===== src/rtl/shift_pipe.sv =====
// shift_pipe: pipelined barrel shifter (SLL/SRL/SRA/ROR) with valid/ready flow control.
// Ports: clk, rst_n (async active-low); in_valid/in_ready, A, B (shift amount in B[SW-1:0]), op;
//        out_valid/out_ready, res. Latency STAGES cycles; the whole pipe stalls when res is not taken.
module shift_pipe #(
  parameter int WIDTH  = 32,
  parameter int STAGES = 2
) (
  input  logic             clk,
  input  logic             rst_n,
  input  logic             in_valid,
  output logic             in_ready,
  input  logic [WIDTH-1:0] A,
  input  logic [WIDTH-1:0] B,
  input  logic [1:0]       op,
  output logic             out_valid,
  input  logic             out_ready,
  output logic [WIDTH-1:0] res
);
  localparam int SW   = $clog2(WIDTH);
  localparam int BASE = SW / STAGES;
  localparam int REM  = SW % STAGES;
  logic adv;
  function automatic logic [WIDTH-1:0] lvl(input logic [WIDTH-1:0] d, input logic [1:0] o,
                                           input logic g, input int l);
    logic [2*WIDTH-1:0] w;
    w = (o == 2'd3 ? {d, d} : o == 2'd2 ? {{WIDTH{g}}, d} : {{WIDTH{1'b0}}, d}) >> (1 << l);
    return o == 2'd0 ? d << (1 << l) : w[WIDTH-1:0];
  endfunction
  assign adv      = !out_valid | out_ready;
  assign in_ready = adv;
  for (genvar s = 0; s < STAGES; s++) begin : g
    // Earlier stages take the extra mux level when SW does not divide evenly.
    localparam int LO = s * BASE + (s < REM ? s : REM);
    localparam int HI = LO + BASE + (s < REM ? 1 : 0);
    logic [WIDTH-1:0] di, dn, dq;
    logic [SW-1:0]    si, sq;
    logic [1:0]       oi, oq;
    logic             gi, gq, vi, vq;
    if (s == 0) begin : h
      assign di = A;
      assign si = B[SW-1:0];
      assign oi = op;
      assign gi = A[WIDTH-1];
      assign vi = in_valid;
    end else begin : h
      assign di = g[s-1].dq;
      assign si = g[s-1].sq;
      assign oi = g[s-1].oq;
      assign gi = g[s-1].gq;
      assign vi = g[s-1].vq;
    end
    // gi is the sign of the original A, so SRA fill never depends on partially shifted data.
    always_comb begin
      dn = di;
      for (int l = LO; l < HI; l++) dn = si[l] ? lvl(dn, oi, gi, l) : dn;
    end
    always_ff @(posedge clk or negedge rst_n)
      if (!rst_n) begin
        dq <= '0;
        sq <= '0;
        oq <= '0;
        gq <= 1'b0;
        vq <= 1'b0;
      end else if (adv) begin
        dq <= dn;
        sq <= si;
        oq <= oi;
        gq <= gi;
        vq <= vi;
      end
  end
  assign res       = g[STAGES-1].dq;
  assign out_valid = g[STAGES-1].vq;
endmodule

===== config.mk =====
export PLATFORM = sky130hd
export DESIGN_NAME = shift_pipe
export DESIGN_NICKNAME = d
export VERILOG_FILES = /design/src/rtl/shift_pipe.sv
export SDC_FILE = /design/constraint.sdc
export NUM_CORES = 1
export LEC_CHECK = 0
export ABC_CLOCK_PERIOD_IN_PS = 4200
export BUFFER_PORTS_ARGS = -buffer_cell sky130_fd_sc_hd__buf_2
export CAP_MARGIN = 20
export CELL_PAD_IN_SITES_DETAIL_PLACEMENT = 1
export CELL_PAD_IN_SITES_GLOBAL_PLACEMENT = 2
export CORE_MARGIN = 3
export CORE_UTILIZATION = 37
export CTS_BUF_LIST = sky130_fd_sc_hd__clkbuf_4
export DETAILED_ROUTE_END_ITERATION = 6
export PLACE_DENSITY_LB_ADDON = 0.1
export REMOVE_ABC_BUFFERS = 1
export SLEW_MARGIN = 30
export SYNTH_ARGS = -nofsm -noshare
export SYNTH_HDL_FRONTEND = slang
export SYNTH_SLANG_ARGS = --single-unit
export TNS_END_PERCENT = 100

===== constraint.sdc =====
create_clock -name clk -period 4.2 [get_ports clk]
set_clock_uncertainty 0.2 [all_clocks]
set_input_delay 1.05 -clock clk [delete_from_list [all_inputs] [get_ports clk]]
set_output_delay 1.05 -clock clk [all_outputs]
set_load 0.02 [all_outputs]

# Word-level counts from Yosys, hierarchy flattened
# Cells that the tools add are included.
[word_totals]
ff_bits = 74
in_bits = 70
output_inout_bits = 34
word_cells = 35
[op_classes]
eq_ne = 4
mux = 20
bitwise = 1
n_reduce_logical = 3
[ops]
columns = ["cell", "count"]
rows = [
  ["$mux W32", 10],
  ["$mux W48", 2],
  ["$mux W40", 2],
  ["$mux W36", 2],
  ["$mux W34", 2],
  ["$mux W33", 2],
  ["$eq A2 B2 Y1 const B", 4],
  ["$logic_not A2 Y1", 2],
  ["$logic_not A1 Y1", 1],
  ["$or A1 B1 Y1", 1],
]

# Depth between registers and ports, before layout
# Gate-level depths: netlist of run 1.
[depth]
word_depth = 13
depth_mapped = 9
mapped_depth_nobuf = 6

# Least setup slack after synthesis of run 1
# No wires, ideal clock.
[synth_path]
path_kind = "input to output"
startpoint = "input out_ready"
endpoint = "output in_ready"
t_arrival_ns = 2.014
required_time_ns = 2.950
path_slack_ns = 0.936
path_stages = 5
path_buffers = 3
path_cell_list = "nor2b_1 clkbuf_1 inv_1 clkbuf_1 clkbuf_1"
[synth_between]
elab_chain_len = 1
[synth_rtl]
columns = ["item", "line", "text"]
rows = [
  ["start: declaration", "16", "input logic out_ready,"],
  ["$or A1 B1 Y1", "29", "assign adv = !out_valid | out_ready;"],
  ["end: declaration", "11", "output logic in_ready,"],
]
# No other way between the ends.

# Worst setup path after layout of run 1
# Same ends and word-level chain as after synthesis.

==> impl_results.md, run 1 <==
* Crit path largest cell delay at 0.32 ns
* Seq cells post-synth at ~70
* Residual overflow from global routing at 0
* Unrepaired setup endpoints after global routing: false
* Number of port buffers at 76
* Number of nets with antenna violations after routing at 0
* Overall power after layout at 0.00293 W
* Path class of the lowest-slack min-delay path: register to register
* Shortest clock period the worst path allows after layout at 3.03 ns
* Clock slew at reported path FFs at roughly 0.11 ns
* Total Routed Length at 26700 um
* Hold Slack at 0.287 ns
* GP Congestion at ~0.96
* Routed WL per cell at between 20 and 25 um
* Layout area overhead at 9.75%
* H-tree level count at 3
* Reg-to-reg slack, setup at between 1.5 and 2 ns
* Proportion of power drawn by flip-flops and latches at 35.9%
* Post-CTS Setup Bufs at 0
* Max Clock Freq at 330 MHz
* Proportion of power drawn by the clock network at 21.9%
* Synthesized instance count at 888
* Leak at 3.05 nW
* Mean Syn Cell Area at 7.70 um^2
* Post-cts gate resize count at 0
* Combinational share of power at approximately 42%
* Clock buffers created by TritonCTS at 9
* Cell types occupying the most area after synthesis: sky130_fd_sc_hd__dfrtp_1 26%, sky130_fd_sc_hd__nand2_1 7.4%, sky130_fd_sc_hd__mux2i_1 6.6%
* Placement row count at between 40 and 50
* Count of warnings emitted by yosys at 0
* Number of max-cap violations at 0
* Number of I/O pins at 104
* Clock latency of the later-clocked register in the worst-skew pair at 0.45 ns
* Max VDD drop at about 0.17 mV
* Proportion of netlist area held by the largest area contributor at 26.0%
* Fraction of the yosys area taken by sequential cells at 26.0%
* Core region area at 18100 um^2
* Overall fraction of global-route tracks in use at 26.5%
* Run status: completed
* Number of search-and-repair iterations in the first detailed-routing pass at 5
* Vias in the first global route at 7415
* Series of cell instances along the critical path: buf_2 > nor2b_4 > inv_2 > buf_2
* Most used cell, CP: sky130_fd_sc_hd__buf_2
* Number of hold buffers added after cts at 0
* Final setup violation count at 0
* Max-slew violation count at 0
* Pwr Density at 390 nW/um^2
* Initial antenna violation count at 1
* Switching portion of total power at 42.5%
* Required time at the worst-slack endpoint at ~3 ns
* DRC marker count from the first detailed-route iteration at ~530
* NetSw at 0.00125 W
* Tcrit/Tclk final at 72.2%
* Kind of capture point of the worst setup path: output port
* Number of flops mapped to enable cells by yosys at 0
* Clock tree from TritonCTS: done
* Initial core utilization at 37.8%
* Async SR Flop Fraction at 100%
* Number of clock sinks at 71
* Via density at 6.34
* Slew HR at about two fifths
* Least-Margin Pin Slew at around 0.93 ns
* Cell taking the most area after synthesis: sky130_fd_sc_hd__dfrtp_1
* Fraction of final layout cells sized beyond drive strength 1 at between 10% and 20%
* Cell Int Power at approximately 0.0017 W
* Final Net Count at 980
* Mapped Area at 6840 um^2
* Endpoints failing hold at 0
* Die Span Y at around 140 um
* Critical Path Fanout Max at 14
* Cell chosen for the clock root: sky130_fd_sc_hd__clkbuf_4
* First-pass GRT wire length at roughly 43000 um
* Die width at ~140 um
* DRC errors left at 0
* Critical path's slowest cell: sky130_fd_sc_hd__inv_2
* Via count of the routed design at 7256
* Primary flip-flop cell chosen by synthesis mapping: sky130_fd_sc_hd__dfrtp_1
* Kind of start point of the critical path: input pin
* Post-DP HPWL at 19200 um
* Number of buffers between clock root and the deepest sink at 2
* Path type of the worst setup path: input pin to output port
* Count of unique library cells instantiated by Yosys at 67
* Maximum number of pins on one net before global-route repair at 74
* CP Data Arrival Time at 1.78 ns
* Die outline area at 20200 um^2
-- cells in the final DEF (no fill, tap or decap), types with 9 or more instances in the layout --
master	instances
sky130_fd_sc_hd__nand2_1	134
sky130_fd_sc_hd__nor2_1	90
sky130_fd_sc_hd__buf_2	74
sky130_fd_sc_hd__a21oi_1	72
sky130_fd_sc_hd__dfrtp_1	70
sky130_fd_sc_hd__o21ai_0	56
sky130_fd_sc_hd__mux2i_1	45
sky130_fd_sc_hd__o22ai_1	42
sky130_fd_sc_hd__a31oi_1	31
sky130_fd_sc_hd__nand2b_1	24
sky130_fd_sc_hd__buf_4	23
sky130_fd_sc_hd__a311oi_1	18
sky130_fd_sc_hd__nand3_1	18
sky130_fd_sc_hd__mux2_2	17
sky130_fd_sc_hd__or3b_1	16
sky130_fd_sc_hd__a22oi_1	14
sky130_fd_sc_hd__o211ai_1	10
sky130_fd_sc_hd__clkbuf_4	10
sky130_fd_sc_hd__o22a_1	9
-- final cells by class --
class,count,area [um^2]
Antenna cell,1,2.50
Clock buffer,10,75.1
Clock inverter,6,133
Fill cell,2233,10600
Inverter,7,26.3
Multi-Input combinational cell,721,4600
Sequential cell,71,1780
Tap cell,229,287
Timing Repair Buffer,100,603
-- critical path, delay by kind of cell --
family / cells / cell delay, ns
and+or+nand+nor: 1 / 0.04
buffers and inverters: 3 / 0.67
-- cell families (layout without fill, tap and decap cells) --
logic type      Yosys count  count (layout)  share of synthesized area (%)
compound gates          328             328                           32.0
buf+inv                  96             123                           6.99
flops                    71              71                           26.0
mux                      73              73                           13.2
other cells               0               1                              0
simple gates            320             320                           21.8
-- power by group through the flow --
| stage | registers (W) | logic [W] | clock network, W |
|---|---|---|---|
| after floorplan | 0.00113 | 0.000649 | 0 |
| after global placement | 0.00105 | 0.00119 | 0 |
| after detailed placement | 0.00106 | 0.00123 | 0 |
| after CTS | 0.00105 | 0.00124 | 0.000655 |
| after global routing | 0.00108 | 0.00136 | 0.000680 |
| final | 0.00105 | 0.00124 | 0.000641 |
-- cells in the mapped netlist (all sizes together), types with 17 or more instances --
cell and number:
a21oi 72, a311oi 22, a31oi 33, buf 44
clkbuf 45, dfrtp 71, mux2 17, mux2i 45
nand2 134, nand2b 24, nand3 18, nor2 93
o21ai 61, o22ai 42, or3b 17
-- worst paths after layout --
check                            from     endpoint  cells past startpoint
hold / removal                res[15]      res[15]                      2
setup reg to reg           g[0].sq[3]      res[20]                      6
min in group asynchronous       rst_n       res[2]                      1
setup / recovery            out_ready     in_ready                      4
hold reg to reg               res[15]      res[15]                      2
max in group asynchronous       rst_n  g[0].dq[20]                      2
-- state kept, by name, summed over array words and instances (netlist names) --
signal     cells
g.sq           2
g.vq           1
g.dq          32
g.gq           1
g.oq           2
res           32
out_valid      1
-- through the flow --
step | setup WS [ns] | utilization (%) | TNS [ns] | area, um^2 | std cells
after floorplan | -1.96 | - | -72.22 | 6390 | 799
after global placement | 0.817 | 40.3 | 0 | 7290 | 1128
after detailed placement | 0.846 | 40.3 | 0 | 7290 | 1128
after CTS | 1.16 | 41.5 | 0 | 7500 | 1144
after global routing | 1.14 | 41.5 | 0 | 7510 | 1145
final | 1.17 | 41.5 | 0 | 7510 | 1145
-- metal layers --
metal  up-vias  routed length, um  GRT usage [%]
met3        54               1160           2.99
met4         0                779           10.5
met5         -                  0              0
met1      3587              12200           36.1
li1       3384                  -              -
met2       231              12500           43.3
Power figures use the tool's default switching activity.
==> run 2, diff against run 1 <==
--- a/config.mk
+++ b/config.mk
@@ -5,13 +5,13 @@
 export SDC_FILE = /design/constraint.sdc
 export NUM_CORES = 1
 export LEC_CHECK = 0
-export ABC_CLOCK_PERIOD_IN_PS = 4200
+export ABC_CLOCK_PERIOD_IN_PS = 2440
 export BUFFER_PORTS_ARGS = -buffer_cell sky130_fd_sc_hd__buf_2
 export CAP_MARGIN = 20
 export CELL_PAD_IN_SITES_DETAIL_PLACEMENT = 1
 export CELL_PAD_IN_SITES_GLOBAL_PLACEMENT = 2
 export CORE_MARGIN = 3
-export CORE_UTILIZATION = 37
+export CORE_UTILIZATION = 31
 export CTS_BUF_LIST = sky130_fd_sc_hd__clkbuf_4
 export DETAILED_ROUTE_END_ITERATION = 6
 export PLACE_DENSITY_LB_ADDON = 0.1
==> constraint.sdc (replaced) <==
create_clock -name clk -period 2.44 [get_ports clk]
set_clock_uncertainty 0.2 [all_clocks]
set_input_delay 0.61 -clock clk [delete_from_list [all_inputs] [get_ports clk]]
set_output_delay 0.61 -clock clk [all_outputs]
set_load 0.02 [all_outputs]
==> run 2 against run 1 <==
Via count up 4.6%. Sequential cell count did not move. Setup slack worse by 0.99 ns.
==> impl_results.md, run 2 (same netlist as run 1, synthesis figures left out) <==
* Slew HR at 46.7%
* Cell chosen for the clock root: sky130_fd_sc_hd__clkbuf_4
* Layout area overhead at 21.9%
* Worst r2r path cells at 5
* Clock tree from TritonCTS: done
* Hold Slack at 0.129 ns
* Initial core utilization at between 30% and 40%
* Unrepaired setup endpoints after global routing: false
* Max-slew violation count at 0
* Number of search-and-repair iterations in the first detailed-routing pass at 5
* Area used by sequential logic in the layout at 1780 um^2
* GP Congestion at ~0.9
* Run status: completed
* Max Clock Freq at 442 MHz
* Total Routed Length at between 20000 and 30000 um
* Fraction of the core area covered by cells at the end of the flow at 39.1%
* Most common library cell in the layout ignoring fill and taps: sky130_fd_sc_hd__nand2_1
* Core region area at around 21000 um^2
* Leak at 3.51 nW
* Combinational share of power at between 40% and 50%
* Placement row count at 53
* Die width at between 150 and 200 um
* Worst setup path start: out_valid
* Required time at the worst-slack endpoint at 1.63 ns
* Path type of the worst setup path: register to output port
* Initial antenna violation count at 1
* Post-DP HPWL at 22200 um
* Reg-to-reg slack, setup at 0.29 ns
* Overall fraction of global-route tracks in use at 24.5%
* Least-Margin Pin Slew at 0.800 ns
* Post-CTS Setup Bufs at 0
* Fraction of final layout cells sized beyond drive strength 1 at 25.0%
* Number of nets with antenna violations after routing at 0
* Tcrit/Tclk final at 92.8%
* Filler cell count at about 2600
* DRC errors left at 0
* Vias in the first global route at 8064
* Proportion of power drawn by the clock network at between 10% and 20%
* Kind of capture point of the worst setup path: output port
* Total placed cells including tap cells at 1268
* Path class of the lowest-slack min-delay path: input pin to register
* Switching portion of total power at 44.3%
* Total area of multi-input combinational cells at 4590 um^2
* Final setup margin at between 0.15 and 0.2 ns
* First-pass GRT wire length at 47100 um
* Critical Path Fanout Max at 16
* Clock buffers created by TritonCTS at 9
* Last element of the critical path: in_ready
* Number of max-cap violations at 0
* Via count of the routed design at 7591
* Number of clock sinks at 71
* Number of port buffers at 76
* Via density at 5.90
* Proportion of power drawn by flip-flops and latches at a little over a third
* Shortest clock period the worst path allows after layout at 2.26 ns
* Overall power after layout at between 0.005 and 0.006 W
* DRC marker count from the first detailed-route iteration at 355
* Pwr Density at 610 nW/um^2
* NetSw at around 0.0023 W
* Minimum setup slack after placement at -0.264 ns
* Maximum number of pins on one net before global-route repair at 74
* Final Net Count at 1075
* Max VDD drop at 0.256 mV
* Endpoints failing hold at 0
* Die Span Y at 155 um
* Final setup violation count at 0
* Clock latency of the later-clocked register in the worst-skew pair at about 0.47 ns
* Startpoint of the worst register-to-register path: g[0].sq[3]
* Kind of start point of the critical path: register
* Clock slew at reported path FFs at 0.14 ns
* Routed WL per cell at 22.9 um
* R2r endpoint: res[2]
* Commonest cells after routing, fill and taps aside: 134 x sky130_fd_sc_hd__nand2_1, 108 x sky130_fd_sc_hd__buf_4, 92 x sky130_fd_sc_hd__nor2_1, 74 x sky130_fd_sc_hd__buf_2, 72 x sky130_fd_sc_hd__a21oi_1
* Die outline area at 23900 um^2
* H-tree level count at 3
* Number of I/O pins at 104
* Residual overflow from global routing at 0
* Number of buffers between clock root and the deepest sink at 2
* Post-route insts no fill at 1286
* Cell Int Power at between 0.002 and 0.003 W
* CP Data Arrival Time at 1.45 ns
run 2: cell type report:
type,count,share of cell area (%)
clock inverters,7,1.15
clock buffers,9,0.810
well taps,275,4.12
repair buffers,195,17.2
flip-flops and latches,71,21.3
multi-input cells,721,55.1
inverters,7,0.345
diodes,1,0.0300
run 2: worst min path at each step:
stage / depth (start not counted) / start / to
6_report: 3 / B[3] / g[0].sq[3]
5_1_grt: 3 / B[3] / g[0].sq[3]
4_1_cts: 3 / B[3] / g[0].sq[3]
3_5_place_dp: 2 / res[16] / res[16]
3_3_place_gp: 2 / g[0].vq / g[0].vq
2_1_floorplan: 0 / rst_n / g[0].dq[0]
run 2: what timing repair did:
action	in CTS	in global routing
hold buffers	1	0
setup endpoints to repair	1	0
endpoints found under the hold margin	28	0
resized for setup	1	0
run 2: power groups by stage:
stage / logic [W] / registers [W] / clock network (W)
4_1_cts: 0.00237 / 0.00179 / 0.000964
6_report: 0.00237 / 0.00179 / 0.000930
2_1_floorplan: 0.00112 / 0.00195 / 0
3_3_place_gp: 0.00229 / 0.00178 / 0
3_5_place_dp: 0.00236 / 0.00182 / 0
5_1_grt: 0.00260 / 0.00184 / 0.00103
run 2: stage by stage:
stage,setup TNS [ns],instance area [um^2]
floorplan,-161.01,6390
global placement,-0.908,8160
detailed placement,-1.42,8160
CTS,0,8340
global route,0,8340
finish,0,8340
run 2: routing by layer:
layer  wire length (um)  vias up  global-route usage (%)
met1              13100     3792                    32.3
met4                584        0                    6.94
met5                  0        -                       0
met2              14600      188                    42.6
li1                   -     3575                       -
met3               1160       36                    2.74
run 2: worst max-delay path: stages, from the launching register on:
cell                      delay [ns]
sky130_fd_sc_hd__dfrtp_1        0.40
sky130_fd_sc_hd__nor2b_4        0.14
sky130_fd_sc_hd__inv_4          0.21
sky130_fd_sc_hd__buf_2          0.22
==> run 3, diff against run 2 <==
--- a/config.mk
+++ b/config.mk
@@ -10,6 +10,7 @@
 export CAP_MARGIN = 20
 export CELL_PAD_IN_SITES_DETAIL_PLACEMENT = 1
 export CELL_PAD_IN_SITES_GLOBAL_PLACEMENT = 2
+export CORE_ASPECT_RATIO = 0.5
 export CORE_MARGIN = 3
 export CORE_UTILIZATION = 31
 export CTS_BUF_LIST = sky130_fd_sc_hd__clkbuf_4
==> run 3 against run 2 <==
Clock-buffer cell count rose by 1. Wire length rose by 0.80%. Largest cell class unchanged. Clock power fell by 13%. Largest power group unchanged. Critical endpoint is now g[0].dq[23]. Utilization rose by 1.1 points. Sequential power barely moved. Combinational power rose by 2%.
==> impl_results.md, run 3 (same netlist as run 1, synthesis figures left out) <==
* Total placed cells including tap cells at around 1300
* Residual overflow from global routing at 0
* Core region area at 21100 um^2
* Endpoints failing hold at 0
* Final Net Count at 1088
* GP Congestion at a little under 0.9
* Total Routed Length at 29600 um
* Fraction of final layout cells sized beyond drive strength 1 at 25.9%
* Required time at the worst-slack endpoint at about 2.7 ns
* Minimum setup slack after placement at -0.352 ns
* Maximum number of pins on one net before global-route repair at 74
* Series of cell instances along the critical path: buf_2 > buf_4 > or2_1 > buf_12 > o211ai_1 > a22oi_1 > o22ai_1 > buf_4 > o22a_1
* Global Route met3 Usage at roughly 4.0%
* Most common library cell in the layout ignoring fill and taps: sky130_fd_sc_hd__nand2_1
* Initial core utilization at 32.4%
* Grt peak-use layer: met1
* Die width at 216 um
* Switching portion of total power at approximately 45%
* Tcrit/Tclk final at 94.2%
* Number of clock sinks at 71
* Via density at 5.84
* Slew HR at 53.5%
* Max VDD drop at between 0.2 and 0.25 mV
* Final setup margin at 0.142 ns
* Post-route insts no fill at 1316
* DRC marker count from the first detailed-route iteration at approximately 610
* Clock tree from TritonCTS: done
* Clock buffers created by TritonCTS at 9
* Post-DP HPWL at 22800 um
* Overall fraction of global-route tracks in use at about a quarter
* CP Data Arrival Time at between 2 and 3 ns
* Max-slew violation count at 0
* Critical path's slowest cell: sky130_fd_sc_hd__o211ai_1
* Least-Margin Pin Slew at 0.695 ns
* Proportion of power drawn by the clock network at between 10% and 20%
* Via count of the routed design at 7684
* Clock latency of the later-clocked register in the worst-skew pair at 0.47 ns
* Hold Slack at 0.135 ns
* Kind of capture point of the worst setup path: register
* Critical Path Fanout Max at 22
* Run status: completed
* Met2 track demand over resource at 35.9%
* Cell Int Power at 0.00277 W
* Number of search-and-repair iterations in the first detailed-routing pass at 5
* Kind of start point of the critical path: input pin
* Die outline area at 24000 um^2
* Proportion of power drawn by flip-flops and latches at between 30 and 40%
* Pwr Density at approximately 600 nW/um^2
* Clock slew at reported path FFs at around 0.13 ns
* Number of max-cap violations at 0
* Die Span Y at 111 um
* Final setup violation count at 0
* Number of port buffers at 76
* Shortest clock period the worst path allows after layout at ~2.3 ns
* NetSw at 0.00225 W
* Post-cts gate resize count at 0
* Buffer and inverter count on the worst path at 4
* Most used cell, CP: sky130_fd_sc_hd__buf_4
* Number of buffers between clock root and the deepest sink at 2
* Unrepaired setup endpoints after global routing: false
* Number of I/O pins at 104
* Commonest cells after routing, fill and taps aside: 134 x sky130_fd_sc_hd__nand2_1, 117 x sky130_fd_sc_hd__buf_4, 92 x sky130_fd_sc_hd__nor2_1, 74 x sky130_fd_sc_hd__buf_2, 72 x sky130_fd_sc_hd__a21oi_1
* Number of nets with antenna violations after routing at 0
* DRC errors left at 0
* Grt met1 use at 39.2%
* H-tree level count at 3
* Cell chosen for the clock root: sky130_fd_sc_hd__clkbuf_4
* First-pass GRT wire length at around 46000 um
* Placement row count at 37
* Combinational share of power at 48.1%
* Crit path largest cell delay at 0.44 ns
* Leak at 3.59 nW
* Vias in the first global route at between 7000 and 8000
* Initial antenna violation count at 1
* Layout area overhead at 24.0%
* Max Clock Freq at 435 MHz
* CP delay by family, top: compound AO/OA/AOI/OAI gates
* Routed WL per cell at roughly 23 um
* Path class of the lowest-slack min-delay path: input pin to register
* Path type of the worst setup path: input pin to register
## run 3: final cells by class
cell class | count | area [um^2]
fill | 2632 | 12600
multi-input combinational | 721 | 4590
sequential | 71 | 1780
timing repair buffer | 208 | 1580
tap | 292 | 365
clock buffer | 10 | 75.1
clock inverter | 6 | 60.1
inverter | 7 | 26.3
antenna | 1 | 2.50
## run 3: path summary, 6_finish.rpt
check | end | start | slack (ns) | depth (start not counted)
worst max-delay path | g[0].dq[23] | op[1] | 0.14 | 9
worst min-delay path | g[0].sq[3] | B[3] | 0.14 | 3
worst max register to register | res[26] | g[0].oq[0] | 0.34 | 7
worst min register to register | out_valid | g[0].vq | 0.28 | 1
max in group asynchronous | g[0].dq[22] | rst_n | 1.07 | 3
min in group asynchronous | g[0].dq[17] | rst_n | 0.39 | 2
## run 3: per-stage QoR
step / total power [W] / utilization, % / instance area (um^2) / TNS (ns)
floorplan: 0.00306 / - / 6390 / -161.01
global route: 0.00541 / 40.2 / 8480 / 0
detailed placement: 0.00424 / 39.5 / 8330 / -4.21
global placement: 0.00417 / 39.5 / 8330 / -3.37
finish: 0.00503 / 40.2 / 8480 / 0
CTS: 0.00506 / 40.2 / 8480 / 0
## run 3: power groups by stage
stage / Sequential (W) / Combinational, W / Clock [W]
final: 0.00180 / 0.00242 / 0.000808
after CTS: 0.00180 / 0.00243 / 0.000843
after detailed placement: 0.00182 / 0.00242 / 0
after global routing: 0.00185 / 0.00266 / 0.000898
after global placement: 0.00180 / 0.00237 / 0
after floorplan: 0.00195 / 0.00112 / 0
## run 3: tightest hold or removal path, stage by stage
cell                      delay, ns
sky130_fd_sc_hd__buf_2         0.08
sky130_fd_sc_hd__nand2_1       0.04
sky130_fd_sc_hd__nand2_1       0.06
## run 3: per-layer routing
metal / up-vias / part of all wire [%]
li1: 3599 / -
met1: 3877 / 53
met2: 200 / 42
met3: 8 / 5.0
met4: 0 / 0.37
met5: - / 0
## run 3: repair_timing
item,4_1_cts,5_1_grt
endpoints found under the hold margin,24,0
buffers inserted,0,0
hold buffers,1,0
